## config.mk

```make
export PLATFORM = sky130hd
export DESIGN_NAME = bist_pattern_gen
export DESIGN_NICKNAME = d
export VERILOG_FILES = /design/src/rtl/bist_pkg.sv /design/src/rtl/bist_lfsr.sv /design/src/rtl/bist_pattern_gen.sv
export SDC_FILE = /design/constraint.sdc
export NUM_CORES = 1
export LEC_CHECK = 0
export CORE_ASPECT_RATIO = 1.75
export CORE_UTILIZATION = 34
export CTS_CLUSTER_DIAMETER = 60
export DETAILED_ROUTE_END_ITERATION = 16
export RECOVER_POWER = 50
export REMOVE_ABC_BUFFERS = 1
export SLEW_MARGIN = 15
export SYNTH_ARGS = -nofsm -noshare
export SYNTH_HDL_FRONTEND = slang
export SYNTH_SLANG_ARGS = --single-unit
```

## constraint.sdc

```tcl
create_clock -name clk -period 4.49 [get_ports clk]
set_clock_uncertainty 0.05 [all_clocks]
set_input_delay 0.449 -clock clk [delete_from_list [all_inputs] [get_ports clk]]
set_output_delay 0.449 -clock clk [all_outputs]
set_load 0.02 [all_outputs]
```

## src/rtl/bist_pkg.sv

```systemverilog
// Shared definitions for the BIST pattern generator: FSM state encoding and
// default Galois LFSR feedback masks for pattern widths 2..16.
package bist_pkg;

   typedef enum logic [1:0] {
      ST_IDLE   = 2'd0,
      ST_ACTIVE = 2'd1,
      ST_HALT   = 2'd2
   } bist_state_e;

   // Right-shifting Galois masks; each gives a maximal-length sequence.
   function automatic logic [15:0] default_taps(input int unsigned width);
      logic [15:0] taps;
      case (width)
         2:       taps = 16'h0003;
         3:       taps = 16'h0006;
         4:       taps = 16'h000C;
         5:       taps = 16'h0014;
         6:       taps = 16'h0030;
         7:       taps = 16'h0060;
         8:       taps = 16'h00B8;
         9:       taps = 16'h0110;
         10:      taps = 16'h0240;
         11:      taps = 16'h0500;
         12:      taps = 16'h0829;
         13:      taps = 16'h100D;
         14:      taps = 16'h2015;
         15:      taps = 16'h6000;
         16:      taps = 16'hD008;
         default: taps = 16'h000C;
      endcase
      return taps;
   endfunction

endpackage

```

## src/rtl/bist_lfsr.sv

```systemverilog
// Combinational next-state of a right-shifting Galois LFSR.
module bist_lfsr #(
   parameter int unsigned          WIDTH = 4,
   parameter logic [WIDTH-1:0]     TAPS  = 4'hC
) (
   input  logic [WIDTH-1:0] cur,
   output logic [WIDTH-1:0] nxt
);

   always_comb begin
      nxt = (cur >> 1) ^ (cur[0] ? TAPS : '0);
   end

endmodule

```

## src/rtl/bist_pattern_gen.sv

```systemverilog
// BIST pattern source: walks an LFSR sequence of pattern words and serialises
// each through a rotating shift register under control of the BIST controller.
module bist_pattern_gen
   import bist_pkg::*;
#(
   parameter int unsigned              ADDR_WIDTH   = 4,
   parameter int unsigned              SCAN_LENGTH  = 4,
   parameter int unsigned              NUM_PATTERNS = 2 ** ADDR_WIDTH,
   parameter logic [SCAN_LENGTH-1:0]   SEED         = 1,
   parameter logic [SCAN_LENGTH-1:0]   TAPS         = SCAN_LENGTH'(default_taps(SCAN_LENGTH))
) (
   input  logic                            clk,
   input  logic                            rst,
   input  logic                            start,
   input  logic                            scan_en,
   input  logic                            addr_en,
   input  logic                            done,
   output logic                            scan_in,
   output logic [SCAN_LENGTH-1:0]          pattern_word,
   output logic [ADDR_WIDTH-1:0]           pattern_addr,
   output logic                            last_pattern,
   output logic [$clog2(SCAN_LENGTH)-1:0]  shift_cnt,
   output logic                            busy,
   output logic                            overrun
);

   localparam int unsigned CW = $clog2(SCAN_LENGTH);

   bist_state_e             state_q, state_d;
   logic [ADDR_WIDTH-1:0]   addr_q, addr_d;
   logic [SCAN_LENGTH-1:0]  word_q, word_d;
   logic [SCAN_LENGTH-1:0]  sr_q, sr_d;
   logic [CW-1:0]           cnt_q, cnt_d;
   logic                    ovr_q, ovr_d;
   logic [SCAN_LENGTH-1:0]  lfsr_next;
   logic                    last;

   bist_lfsr #(
      .WIDTH (SCAN_LENGTH),
      .TAPS  (TAPS)
   ) u_lfsr (
      .cur (word_q),
      .nxt (lfsr_next)
   );

   assign last = (state_q == ST_ACTIVE) && (addr_q == ADDR_WIDTH'(NUM_PATTERNS - 1));

   always_comb begin
      state_d = state_q;
      addr_d  = addr_q;
      word_d  = word_q;
      sr_d    = sr_q;
      cnt_d   = cnt_q;
      ovr_d   = ovr_q;
      case (state_q)
         ST_IDLE: begin
            if (start) begin
               state_d = ST_ACTIVE;
               addr_d  = '0;
               word_d  = SEED;
               sr_d    = SEED;
               cnt_d   = '0;
               ovr_d   = 1'b0;
            end
         end
         ST_ACTIVE: begin
            // Priority: done, then addr_en, then scan_en.
            if (done) begin
               state_d = ST_IDLE;
            end else if (addr_en) begin
               if (last) begin
                  ovr_d   = 1'b1;
                  state_d = ST_HALT;
               end else begin
                  addr_d = addr_q + ADDR_WIDTH'(1);
                  word_d = lfsr_next;
                  sr_d   = lfsr_next;
                  cnt_d  = '0;
               end
            end else if (scan_en) begin
               sr_d  = {sr_q[0], sr_q[SCAN_LENGTH-1:1]};
               cnt_d = (cnt_q == CW'(SCAN_LENGTH - 1)) ? '0 : cnt_q + CW'(1);
            end
         end
         ST_HALT: begin
            if (done) state_d = ST_IDLE;
         end
         default: state_d = ST_IDLE;
      endcase
   end

   always_ff @(posedge clk) begin
      if (rst) begin
         state_q <= ST_IDLE;
         addr_q  <= '0;
         word_q  <= SEED;
         sr_q    <= SEED;
         cnt_q   <= '0;
         ovr_q   <= 1'b0;
      end else begin
         state_q <= state_d;
         addr_q  <= addr_d;
         word_q  <= word_d;
         sr_q    <= sr_d;
         cnt_q   <= cnt_d;
         ovr_q   <= ovr_d;
      end
   end

   assign scan_in      = sr_q[0];
   assign pattern_word = word_q;
   assign pattern_addr = addr_q;
   assign last_pattern = last;
   assign shift_cnt    = cnt_q;
   assign busy         = (state_q == ST_ACTIVE);
   assign overrun      = ovr_q;

endmodule

```

==> results of run 1 <==
[cells by family (layout without fill, tap and decap cells)]
| logic type | count (synthesis) | after routing | share of synthesized area, % |
|---|---|---|---|
| AND/OR/NAND/NOR | 36 | 36 | 22.7 |
| AO/OA/AOI/OAI | 23 | 23 | 20.5 |
| flip-flops | 17 | 17 | 38.5 |
| multiplexers | 9 | 9 | 10.5 |
| buffers and inverters | 7 | 27 | 3.96 |
| adder cells (fa/ha/maj) | 2 | 2 | 2.83 |
| XOR/XNOR | 1 | 1 | 0.992 |
[per-stage QoR]
step / hold slack (ns) / instance area [µm²] / std cells / utilization [%] / power, W
2_1_floorplan: 0.383 / 863 / 92 / - / 0.000184
4_1_cts: 0.415 / 1130 / 141 / 46.0 / 0.000319
3_5_place_dp: 0.406 / 1090 / 137 / 44.1 / 0.000202
5_1_grt: 0.453 / 1120 / 141 / 45.6 / 0.000329
3_3_place_gp: 0.400 / 1090 / 137 / 44.1 / 0.000201
6_report: 0.409 / 1120 / 141 / 45.6 / 0.000314
[area by class of cell]
cell class / count / area [µm²] / share of cell area, %
Multi-Input combinational cell: 71 / 499 / 44.4
Clock buffer: 3 / 41.3 / 3.67
Tap cell: 26 / 32.5 / 2.90
Timing Repair Buffer: 19 / 190 / 16.9
Clock inverter: 1 / 5.00 / 0.445
Sequential cell: 17 / 340 / 30.3
Inverter: 4 / 15.0 / 1.34
[synth_stat cells (all sizes together) (2+ instances only)]
cell type	count	share of area (%)
a211oi	2	1.7
a21oi	5	3.3
a22oi	4	3.4
and3	2	2.0
buf	2	1.8
dfxtp	17	39
ha	2	2.8
inv	4	1.7
mux2	2	2.5
mux2i	7	7.9
nand2	5	2.1
nand2b	3	2.1
nand3	5	3.4
nor2	13	5.5
nor3	3	1.7
o21ai	2	1.6
[critical path, cell delays in order (launching register included)]
cell and delay, ns:
dfxtp_1 0.42, ha_1 0.23, and3_4 0.27, and2_1 0.17, clkdlybuf4s50_1 0.60
[layer usage]
metal	part of all wire, %	track usage, %
met5	0	0
met4	2.7	8.89
met3	2.7	3.85
met2	54	28.2
met1	41	17.7
[registers in the layout, summed over array words and instances, names as in the netlist]
name	count
pattern_word	4
sr_q	4
overrun	1
pattern_addr	4
shift_cnt	2
state_q	2
[power by group through the flow]
stage                     clock network, W   logic, W  registers, W
after floorplan                          0  0.0000229      0.000161
after global placement                   0  0.0000412      0.000160
after detailed placement                 0  0.0000415      0.000160
after CTS                         0.000120  0.0000418      0.000157
after global routing              0.000128  0.0000437      0.000157
final                             0.000117  0.0000403      0.000157
[worst max-delay path by stage]
| stage | end | slack [ns] | depth (start not counted) |
|---|---|---|---|
| finish | last_pattern | 2.05 | 4 |
| global route | last_pattern | 1.97 | 4 |
| CTS | last_pattern | 2.03 | 4 |
| detailed placement | pattern_word[3] | 2.21 | 5 |
| global placement | pattern_addr[1] | 2.25 | 5 |
| floorplan | last_pattern | 2.78 | 3 |
==> metrics.txt, run 1 <==
1st-iter DRT viols=16; Nets=124; die height=69.4 µm; Max VDD drop=0.136 mV; Port Buffers=19; kind of critical path=reg -> out; Setup-failing EPs final=0; CTS sink cnt=17; H-tree Lvls=1; Worst R2R End=pattern_word[3]; Reg2Reg Launch Point=pattern_addr[0]; Syn Inst Count=95; worst min-delay path class=reg -> reg; number of antenna violations at the first check in global routing=0; setup TNS=0 ns; min Tclk post-route=2.44 ns; antenna viol nets, final=0; hold path start=sr_q[1]; Post-DP HPWL=1560 µm; worst reg2reg path depth=5; Overflow after GRT=0; Final period util=54.4%; Critical Path End Type=output pin; Final Hold Viols=0; I/O pin cnt=20; Seq cells post-synth=17; Post-CTS Setup Inserts=0; combinational share of power=12.8%; WHS Path Cells=2; ANT cells=0; Worst Setup SP=pattern_addr[0]; relative max-transition margin=62.1%; PwrDens=280 nW/µm²; clock power share=37.3%; dominant synthesized flop cell=dfxtp_1; status=finished, final reports clean; CTS root buf=clkbuf_8; clock slew at reported path FFs=0.07 ns; CP startpoint kind=flop; layout cell share with drive strength beyond 1=10.4%; Via density=5.74; # rows=24; Synth cell types=39; WHS Endpoint=sr_q[1]; crit path DAT=1.94 ns; asr flop ratio synth=0%; first-pass GRT wire length=3390 µm; DIE AREA=2810 µm²; CTS tree=done; worst-path maximum fanout=8; hold_buf cts=0; EDFF count, synth=0; P_leak=0.451 nW; # resized after CTS=0; Synthesis Warnings=0; max-capacitance violation count=0; switching pwr=0.0000825 W; Mapped Area=883 µm²; worst path required time=3.99 ns; Post-Route WL=2080 µm; first drt pass iteration count=4; syn_area_per_cell=9.30 µm²; DRC viols=0; final worst slack=2.05 ns; vias in the first global route=788; Max Slew Vio Count=0; clock buffer depth=2; cell-internal power=0.000232 W; most frequent cells in the layout=dfxtp_1 (17), nor2_1 (13), dlygate4sd3_1 (10); commonest non-fill, non-tap cell in the layout=dfxtp_1; TritonCTS Buffers=3; switching part of the total=26.2%; Starting Density=35.9%; Reg power frac=49.9%; Total Routing Usage GR=16.8%; R2R setup slack=2.77 ns; Least-Margin Pin Slew=0.567 ns; Area growth, synth to finish=27.2%; die span in x=40.5 µm; Routed WL per cell=14.7 µm; share of the yosys chip area belonging to registers=38.5%; RSZ-0062 raised after global routing=false; Core ar.=2460 µm²; vias after detailed routing=809; largest net degree at the start of global routing=16; max frequency=410 MHz; Layout fillers=246; Setup WS pre-CTS=2.21 ns; Placer Congestion=0.855; worst skew pair latency=0.25 ns
(Power assumes the default switching activity.)
==> run 2: changes to the inputs <==
Clock period 4.49 ns to 2.35 ns, I/O delays scaled along.
==> run 2 against run 1 <==
Critical path depth stayed put. Cell count is 1.4% higher. Critical path type unchanged. Largest power group unchanged. Critical endpoint unchanged. Wire length rose by 0.77%. Highest routed layer unchanged. Worst hold slack worse by 0.0064 ns. Sequential share of layout area is 0.46 points lower. Global-route usage down 0.12 points. Die area unchanged. Setup slack got worse by 1.9 ns. Via count decreased by 2.2%. Total power increased by 91%. Sequential cell count unchanged. Utilization increased by 0.71 points.
==> metrics.txt, run 2 (synthesis gave the netlist of run 1 again) <==
status=finished, final reports clean; Slowest cell on crit path=clkdlybuf4s50_1; ANT cells=0; Max VDD drop=0.278 mV; worst skew pair latency=0.25 ns; 1st-iter DRT viols=20; CP startpoint kind=flop; clock buffer depth=2; Total Routing Usage GR=16.7%; worst path buffer plus inverter count=1; Critical Path End Type=output pin; Min Hold Slack=0.403 ns; die span in x=40.5 µm; Post-CTS Setup Inserts=0; kind of critical path=reg -> out; fin util=46.3%; hold_buf cts=0; largest net degree at the start of global routing=16; Starting Density=35.9%; Routed WL per cell=14.6 µm; DRC viols=0; worst min-delay path class=reg -> reg; Least-Margin Pin Slew=0.569 ns; clock slew at reported path FFs=0.07 ns; Nets=126; Via density=5.53; layout cell share with drive strength beyond 1=12.0%; die height=69.4 µm; PwrDens=526 nW/µm²; slowest stage delay, CP=0.61 ns; setup TNS=0 ns; worst-path maximum fanout=8; Overflow after GRT=0; max frequency=454 MHz; vias in the first global route=777; Post-Route WL=2090 µm; crit path DAT=1.92 ns; antenna viol nets, final=0; min Tclk post-route=2.20 ns; Area growth, synth to finish=29.2%; # resized after CTS=0; Final Hold Viols=0; P_leak=0.459 nW; first drt pass iteration count=4; WHS Path Cells=2; Placer Congestion=0.869; worst reg2reg path depth=5; DIE AREA=2810 µm²; worst path required time=2.07 ns; max-capacitance violation count=0; most frequent cells in the layout=dfxtp_1 (17), nor2_1 (13), dlygate4sd3_1 (11); CTS root buf=clkbuf_8; relative max-transition margin=62.0%; Post-DP HPWL=1600 µm; Stages on worst setup path=4; commonest non-fill, non-tap cell in the layout=dfxtp_1; crit path cell chain=ha_1 -> and3_4 -> and2_1 -> clkdlybuf4s50_1; Max Slew Vio Count=0; RSZ-0062 raised after global routing=false; crit-path leading delay family=buffers and inverters; Core ar.=2460 µm²; I/O pin cnt=20; Setup-failing EPs final=0; # rows=24; Port Buffers=19; TritonCTS Buffers=3; H-tree Lvls=1; first-pass GRT wire length=3440 µm; CTS sink cnt=17; vias after detailed routing=791; Final period util=93.8%; number of antenna violations at the first check in global routing=0; CTS tree=done
==> run 2: cell types whose count changed in the layout (fill, tap and decap cells not counted) <==
cell,change
o21ai_2,+1
o21ai_0,-1
clkdlybuf4s50_1,-1
buf_4,+2
dlygate4sd3_1,+1
clkinv_2,-1
clkbuf_1,+1
==> run 2: worst min-delay path, cell delays in order, from the launching register on <==
cell and delay, ns:
dfxtp_1 0.30, nand2_1 0.05, mux2i_1 0.05
==> run 2: layer usage <==
metal | share of wire (%) | track usage, % | wire [µm]
met4 | 1.0 | 7.41 | 21
met5 | 0 | 0 | 0
met3 | 2.8 | 1.92 | 58
met1 | 40 | 19.8 | 832
met2 | 56 | 27.9 | 1180
==> run 2: cell type report <==
class | instances | area, µm²
clock buffer | 4 | 45.0
timing repair buffer | 21 | 205
tap | 26 | 32.5
multi-input combinational | 71 | 503
fill | 256 | 1320
sequential | 17 | 340
inverter | 4 | 15.0
==> run 2: final timing paths <==
| kind | slack [ns] | end | start |
|---|---|---|---|
| max | 0.15 | last_pattern | pattern_addr[0] |
| min | 0.40 | sr_q[1] | sr_q[1] |
| max reg2reg | 0.62 | pattern_word[1] | pattern_addr[0] |
| min reg2reg | 0.40 | sr_q[1] | sr_q[1] |
==> run 2: through the flow <==
stage	instances	worst slack [ns]	area (µm²)	power, W
5_1_grt	143	0.0616	1140	0.000624
3_5_place_dp	139	0.402	1100	0.000390
2_1_floorplan	92	0.691	863	0.000352
6_report	143	0.146	1140	0.000601
3_3_place_gp	139	0.406	1100	0.000389
4_1_cts	143	0.125	1150	0.000610
==> run 2: power by group <==
group	internal, W	leakage (nW)	total (W)	switching (W)
registers	0.000294	0.138	0.000300	0.00000596
logic	0.0000350	0.299	0.0000821	0.0000471
clock network	0.000120	0.0228	0.000219	0.0000988
total	0.000449	0.459	0.000601	0.000152
